## src/rtl/adc_pack_pkg.sv

```systemverilog
// Shared helpers for the ADC channel packer.
//   lane_offset : bit offset of a channel's I or Q lane inside the packed lane bundle
//   sign_extend : widens a SAMPLE_W two's complement value held in the low bits of a word
//   first_set   : index of the lowest set bit of a channel mask (MAX_CH when empty)
//   next_set    : index of the lowest set bit above a given channel (MAX_CH when none)
//   DROP_W      : width of the dropped-set counter
package adc_pack_pkg;

   localparam int MAX_CH = 32;
   localparam int MAX_W  = 64;
   localparam int DROP_W = 16;

   typedef enum logic {
      SER_IDLE,
      SER_EMIT
   } ser_state_e;

   function automatic int lane_offset(int ch, logic is_q, int sample_w);
      return (2 * ch + (is_q ? 1 : 0)) * sample_w;
   endfunction

   // Shift-based so the sign position can be a run-time width without bit-select indexing.
   function automatic logic [MAX_W-1:0] sign_extend(logic [MAX_W-1:0] v, int sample_w);
      logic [MAX_W-1:0] keep;
      logic             sign;
      keep = (MAX_W'(1) << sample_w) - MAX_W'(1);
      sign = |(v & (MAX_W'(1) << (sample_w - 1)));
      return sign ? (v | ~keep) : (v & keep);
   endfunction

   function automatic int next_set(logic [MAX_CH-1:0] mask, int cur);
      logic [MAX_CH-1:0] tmp;
      int                r;
      r = MAX_CH;
      for (int i = MAX_CH - 1; i >= 0; i--) begin
         tmp = mask >> i;
         if (tmp[0] && (i > cur)) r = i;
      end
      return r;
   endfunction

   function automatic int first_set(logic [MAX_CH-1:0] mask);
      return next_set(mask, -1);
   endfunction

endpackage

```

## src/rtl/adc_pack_fifo.sv

```systemverilog
// First-word-fall-through FIFO holding captured sample sets.
//   clk, rst_n : clock, async active-low reset (pointers and level only)
//   wr_en      : push wr_data (caller guarantees room, or a same-cycle pop when full)
//   rd_en      : pop head (caller guarantees non-empty)
//   rd_data    : current head entry, valid whenever level != 0
//   nxt_tag    : top TAG_W bits of the entry behind the head, valid when level >= 2
//   level      : number of entries held
module adc_pack_fifo #(
   parameter  int WIDTH = 8,
   parameter  int TAG_W = 1,
   parameter  int DEPTH = 16,
   localparam int AW    = $clog2(DEPTH),
   localparam int LVL_W = $clog2(DEPTH + 1)
) (
   input  logic             clk,
   input  logic             rst_n,
   input  logic             wr_en,
   input  logic [WIDTH-1:0] wr_data,
   input  logic             rd_en,
   output logic [WIDTH-1:0] rd_data,
   output logic [TAG_W-1:0] nxt_tag,
   output logic [LVL_W-1:0] level
);

   logic [WIDTH-1:0] mem [DEPTH];
   logic [AW-1:0]    wr_ptr;
   logic [AW-1:0]    rd_ptr;
   logic [WIDTH-1:0] nxt_ent;

   // When full, the write slot is the head slot; a same-cycle pop has already
   // consumed the old head combinationally, so overwriting it at the edge is safe.
   always_ff @(posedge clk) begin
      if (wr_en) mem[wr_ptr] <= wr_data;
   end

   always_ff @(posedge clk or negedge rst_n) begin
      if (!rst_n) begin
         wr_ptr <= '0;
         rd_ptr <= '0;
         level  <= '0;
      end else begin
         if (wr_en) wr_ptr <= wr_ptr + AW'(1);
         if (rd_en) rd_ptr <= rd_ptr + AW'(1);
         case ({wr_en, rd_en})
            2'b10:   level <= level + LVL_W'(1);
            2'b01:   level <= level - LVL_W'(1);
            default: level <= level;
         endcase
      end
   end

   assign rd_data = mem[rd_ptr];
   assign nxt_ent = mem[rd_ptr + AW'(1)];
   assign nxt_tag = nxt_ent[WIDTH-1 -: TAG_W];

endmodule

```

## src/rtl/adc_chan_packer.sv

```systemverilog
// Receive-path packer: captures masked ADC sample sets into a FIFO and
// serialises them one complex sample per beat on a valid/ready stream.
//   clk, rst_n          : interface clock, async active-low reset
//   adc_valid, adc_data : sample-set strobe and lanes I0,Q0,I1,Q1,... LSB-first
//   adc_r1_mode         : single-channel mode, only channel 0 eligible
//   ch_enable, enable   : per-channel capture mask, global capture enable
//   out_valid/ready     : stream handshake
//   out_data            : {Q, I}, each sign-extended to OUT_W
//   out_chan, out_sof   : channel of the beat, first beat of a set
//   overflow, drop_count: sticky drop flag and saturating dropped-set count
//   overflow_clr        : clears overflow and drop_count
//   fifo_level          : sets held in the FIFO
//
// Serialiser states:
//   state    | meaning
//   SER_IDLE | FIFO empty, no beat offered
//   SER_EMIT | beat offered for head entry, ptr = current channel
module adc_chan_packer
   import adc_pack_pkg::*;
#(
   parameter  int NUM_CH     = 2,
   parameter  int SAMPLE_W   = 12,
   parameter  int OUT_W      = 16,
   parameter  int FIFO_DEPTH = 16,
   localparam int CH_W       = (NUM_CH > 1) ? $clog2(NUM_CH) : 1,
   localparam int LVL_W      = $clog2(FIFO_DEPTH + 1)
) (
   input  logic                         clk,
   input  logic                         rst_n,
   input  logic                         adc_valid,
   input  logic [2*NUM_CH*SAMPLE_W-1:0] adc_data,
   input  logic                         adc_r1_mode,
   input  logic [NUM_CH-1:0]            ch_enable,
   input  logic                         enable,
   input  logic                         out_ready,
   output logic                         out_valid,
   output logic [2*OUT_W-1:0]           out_data,
   output logic [CH_W-1:0]              out_chan,
   output logic                         out_sof,
   output logic                         overflow,
   input  logic                         overflow_clr,
   output logic [DROP_W-1:0]            drop_count,
   output logic [LVL_W-1:0]             fifo_level
);

   localparam int DATA_W = 2 * NUM_CH * SAMPLE_W;
   localparam int ENT_W  = DATA_W + NUM_CH;

   logic [NUM_CH-1:0]   mask_eff;
   logic                wr_req;
   logic                accept;
   logic                wr_en;
   logic                drop;
   logic                hs;
   logic                last_beat;
   logic                pop;
   logic [ENT_W-1:0]    head_ent;
   logic [DATA_W-1:0]   head_data;
   logic [NUM_CH-1:0]   head_mask;
   logic [NUM_CH-1:0]   next_mask;
   logic [LVL_W-1:0]    level;
   ser_state_e          state;
   ser_state_e          state_nxt;
   logic [CH_W-1:0]     ptr;
   logic [CH_W-1:0]     ptr_nxt;
   logic [SAMPLE_W-1:0] lane_i;
   logic [SAMPLE_W-1:0] lane_q;
   logic [OUT_W-1:0]    ext_i;
   logic [OUT_W-1:0]    ext_q;

   assign mask_eff = ch_enable & (adc_r1_mode ? NUM_CH'(1) : {NUM_CH{1'b1}});
   assign wr_req   = adc_valid & enable & (|mask_eff);

   assign out_valid = (state == SER_EMIT);
   assign hs        = out_valid & out_ready;
   assign last_beat = (next_set(MAX_CH'(head_mask), int'(ptr)) >= NUM_CH);
   assign pop       = hs & last_beat;

   assign accept = (level < LVL_W'(FIFO_DEPTH)) | pop;
   assign wr_en  = wr_req & accept;
   assign drop   = wr_req & ~accept;

   adc_pack_fifo #(
      .WIDTH (ENT_W),
      .TAG_W (NUM_CH),
      .DEPTH (FIFO_DEPTH)
   ) u_fifo (
      .clk     (clk),
      .rst_n   (rst_n),
      .wr_en   (wr_en),
      .wr_data ({mask_eff, adc_data}),
      .rd_en   (pop),
      .rd_data (head_ent),
      .nxt_tag (next_mask),
      .level   (level)
   );

   assign {head_mask, head_data} = head_ent;
   assign fifo_level = level;

   always_ff @(posedge clk or negedge rst_n) begin
      if (!rst_n) begin
         state <= SER_IDLE;
         ptr   <= '0;
      end else begin
         state <= state_nxt;
         ptr   <= ptr_nxt;
      end
   end

   // On the last beat the next head is either the entry behind the current
   // head or, when the FIFO holds only this one, the set written this cycle.
   always_comb begin
      state_nxt = state;
      ptr_nxt   = ptr;
      case (state)
         SER_IDLE: begin
            if (wr_en) begin
               state_nxt = SER_EMIT;
               ptr_nxt   = CH_W'(first_set(MAX_CH'(mask_eff)));
            end
         end
         SER_EMIT: begin
            if (hs) begin
               if (!last_beat) begin
                  ptr_nxt = CH_W'(next_set(MAX_CH'(head_mask), int'(ptr)));
               end else if (level > LVL_W'(1)) begin
                  ptr_nxt = CH_W'(first_set(MAX_CH'(next_mask)));
               end else if (wr_en) begin
                  ptr_nxt = CH_W'(first_set(MAX_CH'(mask_eff)));
               end else begin
                  state_nxt = SER_IDLE;
                  ptr_nxt   = '0;
               end
            end
         end
         default: begin
            state_nxt = SER_IDLE;
            ptr_nxt   = '0;
         end
      endcase
   end

   // Head data is unreset memory, so outputs are gated to read zero when idle.
   always_comb begin
      lane_i   = SAMPLE_W'(head_data >> lane_offset(int'(ptr), 1'b0, SAMPLE_W));
      lane_q   = SAMPLE_W'(head_data >> lane_offset(int'(ptr), 1'b1, SAMPLE_W));
      ext_i    = OUT_W'(sign_extend(MAX_W'(lane_i), SAMPLE_W));
      ext_q    = OUT_W'(sign_extend(MAX_W'(lane_q), SAMPLE_W));
      out_data = out_valid ? {ext_q, ext_i} : '0;
      out_chan = out_valid ? ptr : '0;
      out_sof  = out_valid & (int'(ptr) == first_set(MAX_CH'(head_mask)));
   end

   // A drop in the same cycle as a clear restarts the count at one.
   always_ff @(posedge clk or negedge rst_n) begin
      if (!rst_n) begin
         overflow   <= 1'b0;
         drop_count <= '0;
      end else if (drop) begin
         overflow <= 1'b1;
         if (overflow_clr)     drop_count <= DROP_W'(1);
         else if (~&drop_count) drop_count <= drop_count + DROP_W'(1);
      end else if (overflow_clr) begin
         overflow   <= 1'b0;
         drop_count <= '0;
      end
   end

endmodule

```

## config.mk

```make
export PLATFORM = sky130hd
export DESIGN_NAME = adc_chan_packer
export DESIGN_NICKNAME = d
export VERILOG_FILES = /design/src/rtl/adc_pack_pkg.sv /design/src/rtl/adc_pack_fifo.sv /design/src/rtl/adc_chan_packer.sv
export SDC_FILE = /design/constraint.sdc
export NUM_CORES = 1
export LEC_CHECK = 0
export CAP_MARGIN = 20
export CORE_MARGIN = 10
export CORE_UTILIZATION = 35
export CTS_CLUSTER_DIAMETER = 120
export CTS_CLUSTER_SIZE = 24
export DETAILED_ROUTE_END_ITERATION = 12
export HOLD_SLACK_MARGIN = 0.1
export PLACE_DENSITY_LB_ADDON = 0.08
export SKIP_CTS_REPAIR_TIMING = 1
export SLEW_MARGIN = 20
export SYNTH_ARGS = -nofsm -noshare
export SYNTH_HDL_FRONTEND = slang
export SYNTH_SLANG_ARGS = --single-unit
```

## constraint.sdc

```tcl
create_clock -name clk -period 11.9 [get_ports clk]
set_input_delay 2.975 -clock clk [delete_from_list [all_inputs] [get_ports clk]]
set_output_delay 2.975 -clock clk [all_outputs]
set_load 0.01 [all_outputs]
```

After elaboration in Yosys (flattened, before gate mapping)
Memories as Yosys holds them, arrays and structs flattened.
Index checks and enable logic that the tools add are counted.

storage, ports and cells
  register bits = 32
  memory bits (writable) = 800
  input port bits = 57
  output and inout port bits = 57
  logic and storage cells = 77
  memories kept = 1

memory list
  name        words  bits a word  rd ports  clocked after Yosys merged registers in  wr ports  RTL line             source
  u_fifo.mem  16     50           2         0                                        1         adc_pack_fifo.sv:25  logic [WIDTH-1:0] mem [DEPTH];

cells by class
  add/sub/neg operators = 6
  multiply operators = 2
  $lt $le $gt $ge = 4
  equality and inequality tests = 6
  shift operators = 2
  mux-type cells = 31
  bitwise operators = 11
  reductions and logical operators = 7

operators by type and width
  operator                                                                              count
  16-bit two-way mux                                                                    6
  32-bit two-way mux                                                                    2
  48-bit by 6-bit right shift with 12-bit output                                        1
  48-bit by 7-bit right shift with 12-bit output                                        1
  2-bit by 32-bit equality test with 1-bit output                                       1
  32-bit by 3-bit greater-or-equal comparator with 1-bit output, second input constant  1
  1-bit two-way mux                                                                     17
  16-bit by 1-bit adder with 16-bit output, second input constant                       1
  16-bit AND reduction                                                                  1
  6-bit two-way mux                                                                     2
  5-bit one-hot mux with 2 select lines                                                 1
  4-bit by 1-bit adder with 4-bit output, second input constant                         2
  1-bit AND                                                                             7
  5-bit by 1-bit adder with 5-bit output, second input constant                         1
  5-bit by 1-bit > comparator with 1-bit output, second input constant                  1
  5-bit less-than comparator, second input constant                                     1
  3-bit by 2-bit multiplier with 5-bit output, second input constant                    1
  5-bit by 1-bit subtractor with 5-bit output, second input constant                    1
  2-bit != test, second input constant                                                  2
  1-bit one-hot mux with 2 select lines                                                 2
  2-bit AND reduction                                                                   2
  2-bit nonzero test                                                                    2
  2-bit by 1-bit adder with 3-bit output, second input constant                         1
  1-bit by 2-bit multiplier with 3-bit output, second input constant                    1
  other kinds (10)                                                                      11

Logic depth before layout (Yosys ltp)
Gate-level depths: netlist of the first run.

  depth in word-level cells = 12
  mapped depth = 12
  mapped depth without buffers = 10

Cells and area by module
From an unflattened synthesis of the first run, not the netlist that was laid out.

second synthesis, totals
  cell total of the unflattened synthesis = 1557
  area total of the unflattened synthesis = 33332.0 um^2

by module, submodules not included
  module           times used  cells an instance  area an instance (um^2)  seq. area each (um^2)
  adc_pack_fifo    1           1352               31413.9                  24348.4
  adc_chan_packer  1           205                1918.1                   475.5

Worst setup path before layout of the first run
No wires, ideal clock.

  path kind = input -> register
  start = in ch_enable[1]
  end = mem u_fifo.mem[3][0] in the netlist's numbering, enable pin
  library setup time = 0.599 ns
  arrival = 9.525 ns
  data required time = 11.301 ns
  slack = 1.776 ns
  stages on the path = 6
  path buffers = 1
  path through = nor2b_1 -> o211ai_1 -> nor2_1 -> o31ai_2 -> buf_2 -> nor4b_1

on the way
  longest elaborated chain between the ends = 6

ends and longest elaborated chain
  what                                     RTL line               source
  start: declaration                       adc_chan_packer.sv:33  input logic [NUM_CH-1:0] ch_enable,
  2-bit AND                                adc_chan_packer.sv:71  assign mask_eff = ch_enable & (adc_r1_mode ? NUM_CH'(1) : {NUM_CH{1'b1}});
  2-bit OR reduction                       adc_chan_packer.sv:72  assign wr_req = adc_valid & enable & (|mask_eff);
  1-bit AND                                adc_chan_packer.sv:72
  1-bit AND                                adc_chan_packer.sv:80  assign wr_en = wr_req & accept;
  1-bit two-way mux                        adc_pack_fifo.sv:33    if (wr_en) mem[wr_ptr] <= wr_data;
  1-bit two-way mux (not written as such)  adc_pack_fifo.sv:33
  end: declaration                         adc_pack_fifo.sv:25

No other way between the ends.

Worst setup path after layout of the first run
  start = reg u_fifo.rd_ptr[1]
  end = out out_data[18]

on the way
  longest elaborated chain between the ends = 4

ends and longest elaborated chain
  what                                            RTL line                source
  start: declaration                              adc_pack_fifo.sv:27     logic [AW-1:0] rd_ptr;
  start signal: assignment                        adc_pack_fifo.sv:43     if (rd_en) rd_ptr <= rd_ptr + AW'(1);
  memory read 16 x 50 bit                         n/a
  48-bit by 7-bit right shift with 12-bit output  adc_chan_packer.sv:147  lane_q = SAMPLE_W'(head_data >> lane_offset(int'(ptr), 1'b1, SAMPLE_W));
  16-bit two-way mux                              adc_pack_pkg.sv:28      return sign ? (v | ~keep) : (v & keep);
  32-bit two-way mux                              adc_chan_packer.sv:150  out_data = out_valid ? {ext_q, ext_i} : '0;
  end: declaration                                adc_chan_packer.sv:37   output logic [2*OUT_W-1:0] out_data,

No other way between the ends.

==> impl_metrics.env, run 1 <==
export IMPL_mostFrequentLayoutCell="edfxtp_1"
export IMPL_path_clk_slew_ns=0.10
export IMPL_place_congestion=0.729
export IMPL_netlist_instances=1474
export IMPL_grt_max_degree=90
export IMPL_first_pass_iters=5
export IMPL_max_stage_delay_ns=0.77
export IMPL_max_freq_mhz=134
export IMPL_dp_hpwl_um=44700
export IMPL_routed_wl_um=83400
export IMPL_dieHeight_um=326
export IMPL_die_area_mm2=0.106
export IMPL_seq_area_frac_synth_pct=75.8
export IMPL_htreeDepth=2
export IMPL_grt_pass1_wl_um=120000
export IMPL_cts_tree="yes"
export IMPL_fin_crit_ns=7.44
export IMPL_cpLargestDelayFamily="buffers and inverters"
export IMPL_wl_per_cell_um=29.3
export IMPL_crit_chain="buf_16 > buf_4 > mux4_2 > mux4_2 > nand2_1 > a21boi_0 > clkdlybuf4s50_1"
export IMPL_avgSynthCellArea_um2=22.2
export IMPL_placement_cell_area_mm2=0.0355
export IMPL_ys_types=60
export IMPL_cp_arrival_ns=4.47
export IMPL_path_common_cell="mux4_2"
export IMPL_coreArea_mm2=0.0930
export IMPL_drv_slew=0
export IMPL_pin_count=114
export IMPL_antenna_found_initial=10
export IMPL_row_count=112
export IMPL_vdd_drop_max_uv=103
export IMPL_power_density_mw_per_mm2=132
export IMPL_ys_warnings_count=0
export IMPL_endpoint_kind="primary output"
export IMPL_route_antenna_remaining_nets=0
export IMPL_crit_required_ns=8.93
export IMPL_place_ws_ns=4.91
export IMPL_synth_cell_area_mm2=0.0328
export IMPL_worstMarginPinSlew_ns=1.15
export IMPL_cts_root_buf="clkbuf_16"
export IMPL_clock_skew_ns=0.0298
export IMPL_worstHoldStart="overflow"
export IMPL_slew_headroom_pct=23.1
export IMPL_async_flop_share_pct=3.85
export IMPL_synth_nets=1541
export IMPL_first_iter_violations=1135
export IMPL_hp_class="flip-flop to flip-flop"
export IMPL_rr_startpoint="u_fifo.rd_ptr[2]"
export IMPL_clockBufferDepth=3
export IMPL_clk_latency_ns=0.60
export IMPL_num_nets_final=1651
export IMPL_rsz0062_at_grt="false"
export IMPL_grt_use_total_pct=15.5
export IMPL_critPathBufInv=3
export IMPL_critPathLaunch="u_fifo.rd_ptr[1]"
export IMPL_area_delta_synth_final_pct=11.8
export IMPL_setup_tns_ns=0
export IMPL_drv_cap=0
export IMPL_fin_area_mm2=0.0366
export IMPL_final_hold_viol_count=0
export IMPL_setup_ws_ns=4.46
export IMPL_critical_path_class="flip-flop to primary output"
export IMPL_run_status="completed"
export IMPL_ys_ff_latch=832
export IMPL_leakage_nw=10.8
export IMPL_synthFlopType="edfxtp_1"
export IMPL_portBuffers=113
export IMPL_drc_errors=0
export IMPL_synth_edff_count=800
export IMPL_setup_viol=0
export IMPL_slowest_stage="dfrtp_4"
export IMPL_drive_above_1_share_pct=23.4
export IMPL_cts_buffers=41
export IMPL_die_w_um=326
export IMPL_via_per_inst=5.30
export IMPL_post_route_period_util_pct=62.6
export IMPL_vias=15091
export IMPL_utilization_pct=39.4
export IMPL_initial_core_util_pct=35.2
export IMPL_start_kind="flip-flop"
export IMPL_clkSinkCount=832
export IMPL_crit_path_max_fanout=46
export IMPL_grt_overflow=0
export IMPL_first_global_vias=15849
export IMPL_final_cell_mix="800 x edfxtp_1, 247 x mux4_2, 113 x clkdlybuf4s50_1"
export IMPL_hold_slack_ns=0.532
-- per-stage QoR --
step	cells	total power [mW]
4_1_cts	2847	4.91
3_5_place_dp	2794	3.34
6_report	2850	4.84
3_3_place_gp	2793	3.33
5_1_grt	2849	5.02
2_1_floorplan	1474	3.28
-- sequential cells by signal (all words and copies together), names as in the netlist --
| name | count |
|---|---|
| u_fifo.mem | 800 |
| drop_count | 16 |
| u_fifo.level | 5 |
| u_fifo.rd_ptr | 4 |
| u_fifo.wr_ptr | 4 |
| out_valid | 1 |
| overflow | 1 |
| ptr | 1 |
-- cells in the mapped netlist, types with 2 or more instances --
master | number | share of area, %
edfxtp_1 | 800 | 73
mux4_2 | 247 | 17
nand2_1 | 61 | 0.70
clkbuf_1 | 39 | 0.45
dfrtp_1 | 32 | 2.4
nor2_1 | 27 | 0.31
buf_2 | 25 | 0.38
a21boi_0 | 24 | 0.55
inv_1 | 22 | 0.25
nand3_1 | 18 | 0.28
buf_4 | 12 | 0.28
a21oi_1 | 10 | 0.15
ha_1 | 10 | 0.38
buf_1 | 9 | 0.10
nor3b_1 | 9 | 0.21
nor3_1 | 8 | 0.12
and2_1 | 7 | 0.13
and3_1 | 7 | 0.13
mux2i_1 | 7 | 0.21
nor2b_1 | 7 | 0.13
xnor2_1 | 7 | 0.19
mux2_2 | 6 | 0.21
o21ai_0 | 6 | 0.092
o32ai_1 | 5 | 0.13
xor2_1 | 5 | 0.13
nand4b_1 | 4 | 0.11
nor4b_1 | 4 | 0.11
o41ai_1 | 4 | 0.11
a311oi_1 | 3 | 0.080
a31o_2 | 3 | 0.080
nand2b_1 | 3 | 0.057
nand4bb_1 | 3 | 0.10
nor4_1 | 3 | 0.057
a2111oi_0 | 2 | 0.053
a221oi_2 | 2 | 0.092
a22oi_1 | 2 | 0.046
a31oi_1 | 2 | 0.038
buf_6 | 2 | 0.069
nand4_1 | 2 | 0.038
o211a_1 | 2 | 0.061
o31ai_1 | 2 | 0.046
or3_1 | 2 | 0.038
or4_1 | 2 | 0.046
-- path summary, 6_finish.rpt --
| check | endpoint | slack, ns | depth (start not counted) |
|---|---|---|---|
| max in group asynchronous | u_fifo.rd_ptr[3] | 8.74 | 2 |
| min in group asynchronous | overflow | 2.79 | 2 |
| worst max-delay path | out_data[18] | 4.46 | 7 |
| worst min-delay path | overflow | 0.53 | 2 |
| worst max register to register | u_fifo.mem[10][33] | 6.92 | 8 |
| worst min register to register | overflow | 0.53 | 2 |
-- final cells by class --
type / count / area [um^2]
Multi-Input combinational cell: 532 / 7520
Antenna cell: 2 / 5.00
Inverter: 23 / 86.3
Fill cell: 8390 / 56400
Tap cell: 1254 / 1570
Clock buffer: 49 / 1100
Clock inverter: 4 / 43.8
Timing Repair Buffer: 154 / 1470
Sequential cell: 832 / 24800
-- where the power goes --
| part | internal [mW] | switching [mW] |
|---|---|---|
| clock network | 0.664 | 0.904 |
| logic | 0.0197 | 0.0447 |
| registers | 3.20 | 0.000761 |
-- worst reg2reg max path: stages (launching register included) --
cell and delay, ns:
dfrtp_4 0.89, buf_4 0.71, and2b_1 0.30, a221oi_1 0.41
a22oi_1 0.30, o31ai_4 0.97, nor3b_1 0.26, and2_4 0.29
buf_4 0.41
-- kinds of logic (layout without fill, tap and decap cells) --
logic type	count (synthesis)	count (layout)	share of synthesized area (%)
flip-flops	832	832	75.8
multiplexers	261	261	17.4
AND/OR/NAND/NOR	172	172	2.69
buffers and inverters	110	230	1.54
AO/OA/AOI/OAI	77	77	1.84
XOR/XNOR	12	12	0.321
adder cells (fa/ha/maj)	10	10	0.382
other	0	2	0
-- layer usage --
| metal | vias to the layer above | track usage (%) | wire [um] |
|---|---|---|---|
| met4 | 6 | 3.12 | 1410 |
| met2 | 304 | 26.1 | 41600 |
| met1 | 8343 | 21.2 | 37200 |
| met5 | - | 0 | 31 |
| li1 | 6358 | - | - |
| met3 | 80 | 2.49 | 3140 |
No activity file was read; power rests on OpenSTA's default activity.
==> run 2, diff against run 1 <==
Clock period 11.9 ns to 6.1 ns, I/O delays scaled along.
==> impl_metrics.env, run 2 (synthesis gave the netlist of run 1 again) <==
export IMPL_crit_required_ns=4.58
export IMPL_fin_crit_ns=5.45
export IMPL_critPathBufInv=2
export IMPL_portBuffers=113
export IMPL_cpLargestDelayFamily="multiplexers"
export IMPL_cts_tree="yes"
export IMPL_mostFrequentLayoutCell="edfxtp_1"
export IMPL_die_w_um=326
export IMPL_worstMarginPinSlew_ns=0.959
export IMPL_endpoint_kind="primary output"
export IMPL_max_stage_delay_ns=0.78
export IMPL_top_regs="u_fifo.mem (800), drop_count (16), u_fifo.level (5)"
export IMPL_grt_overflow=0
export IMPL_leakage_nw=10.9
export IMPL_slew_headroom_pct=35.9
export IMPL_path_clk_slew_ns=0.11
export IMPL_hold_slack_ns=0.543
export IMPL_coreArea_mm2=0.0930
export IMPL_combPwrFrac_pct=1.3
export IMPL_crit_path_max_fanout=39
export IMPL_drv_slew=0
export IMPL_p_int_mw=7.51
export IMPL_largest_register="u_fifo.mem"
export IMPL_area_delta_synth_final_pct=13.0
export IMPL_multiInputGateArea_mm2=0.00756
export IMPL_vias=15221
export IMPL_max_freq_mhz=183
export IMPL_busiest_layer="met2"
export IMPL_power_density_mw_per_mm2=252
export IMPL_regArea_mm2=0.0248
export IMPL_first_iter_violations=1330
export IMPL_drv_cap=0
export IMPL_clkSinkCount=832
export IMPL_drive_above_1_share_pct=24.0
export IMPL_grt_pass1_wl_um=122000
export IMPL_via_per_inst=5.32
export IMPL_antenna_found_initial=5
export IMPL_setup_tns_ns=0
export IMPL_cp_arrival_ns=3.93
export IMPL_drc_errors=0
export IMPL_final_cell_mix="800 x edfxtp_1, 247 x mux4_2, 113 x clkdlybuf4s50_1"
export IMPL_setup_viol=0
export IMPL_dieHeight_um=326
export IMPL_vdd_drop_max_uv=146
export IMPL_dp_hpwl_um=45600
export IMPL_crit_chain="buf_12 > mux4_2 > mux4_2 > nand2_1 > a21boi_0 > clkdlybuf4s50_1"
export IMPL_pin_count=114
export IMPL_wl_per_cell_um=29.5
export IMPL_die_area_mm2=0.106
export IMPL_row_count=112
export IMPL_n_fill_cell=8320
export IMPL_utilization_pct=39.8
export IMPL_num_nets_final=1666
export IMPL_path_common_cell="mux4_2"
export IMPL_rsz0062_at_grt="false"
export IMPL_route_antenna_remaining_nets=0
export IMPL_clk_latency_ns=0.60
export IMPL_cts_root_buf="clkbuf_16"
export IMPL_slowest_stage="dfrtp_4"
export IMPL_largest_reg_flops=800
export IMPL_run_status="completed"
export IMPL_critical_path_class="flip-flop to primary output"
export IMPL_clock_skew_ns=0.0198
export IMPL_start_kind="flip-flop"
export IMPL_switching_share_pct=19.5
export IMPL_gr_usage_met3_pct=2.03
export IMPL_htreeDepth=2
export IMPL_first_global_vias=16141
export IMPL_final_hold_viol_count=0
export IMPL_hp_class="flip-flop to flip-flop"
export IMPL_clockBufferDepth=3
export IMPL_gr_usage_met2_pct=26.3
export IMPL_first_pass_iters=5
export IMPL_grt_max_degree=56
export IMPL_power_share_clock_pct=31.6
export IMPL_use_met1_pct=22.0
export IMPL_place_congestion=0.726
export IMPL_routed_wl_um=84500
export IMPL_grt_use_total_pct=15.7
export IMPL_cts_buffers=40
export IMPL_pwr_share_seq_pct=67.0
export IMPL_post_route_period_util_pct=89.4
export IMPL_p_sw_mw=1.81
export IMPL_initial_core_util_pct=35.2
## run 2: cell count changes in the layout (fill, tap and decap cells not counted), moves of 2 or more
| cell | delta |
|---|---|
| inv_6 | -2 |
| nor4b_4 | +4 |
| clkbuf_16 | -2 |
| buf_12 | +26 |
| nor4b_2 | -4 |
| buf_4 | -8 |
## run 2: final cells by class
cell class                 count  share of cell area (%)
sequential                   832                    67.1
multi-input combinational    532                    20.4
timing repair buffer         170                    5.12
tap                         1254                    4.24
clock buffer                  46                    2.82
inverter                      23                   0.233
clock inverter                 2                  0.0338
antenna                        2                  0.0135
## run 2: power groups by stage
| stage | Clock, mW | Combinational [mW] | Sequential, mW |
|---|---|---|---|
| finish | 2.95 | 0.126 | 6.25 |
| detailed placement | 0 | 0.129 | 6.38 |
| global route | 3.27 | 0.141 | 6.25 |
| global placement | 0 | 0.123 | 6.38 |
| floorplan | 0 | 0.00941 | 6.38 |
| CTS | 3.08 | 0.129 | 6.25 |
## run 2: worst paths after layout
kind | startpoint | to | slack, ns | depth (start not counted)
max in group asynchronous | rst_n | u_fifo.rd_ptr[1] | 4.38 | 2
worst max-delay path | u_fifo.rd_ptr[0] | out_data[19] | 0.65 | 6
worst min register to register | u_fifo.level[3] | u_fifo.level[3] | 0.54 | 1
worst max register to register | u_fifo.rd_ptr[0] | u_fifo.mem[7][16] | 1.84 | 8
min in group asynchronous | rst_n | drop_count[13] | 1.33 | 2
worst min-delay path | u_fifo.level[3] | u_fifo.level[3] | 0.54 | 1
## run 2: metal layers
layer	vias to the layer above	part of all wire, %
met4	4	1.7
li1	6383	-
met1	8460	46
met2	293	49
met5	-	0.024
met3	81	3.3
## run 2: worst register-to-register path, cell delays in order (launching register included)
cell,delay [ns]
dfrtp_4,0.78
buf_12,0.34
mux4_2,0.56
nand2b_1,0.18
a22o_2,0.26
a31oi_4,0.49
nand3_2,0.23
nor3b_2,0.77
buf_4,0.36
## run 2: through the flow
| stage | worst slack [ns] | cell area (um^2) | power, mW | std cells |
|---|---|---|---|---|
| after floorplan | -0.631 | 32800 | 6.39 | 1474 |
| after global placement | 1.26 | 35900 | 6.51 | 2811 |
| after detailed placement | 1.27 | 35900 | 6.51 | 2811 |
| after CTS | 0.594 | 37000 | 9.46 | 2859 |
| after global routing | 0.450 | 37000 | 9.67 | 2860 |
| final | 0.645 | 37000 | 9.33 | 2861 |
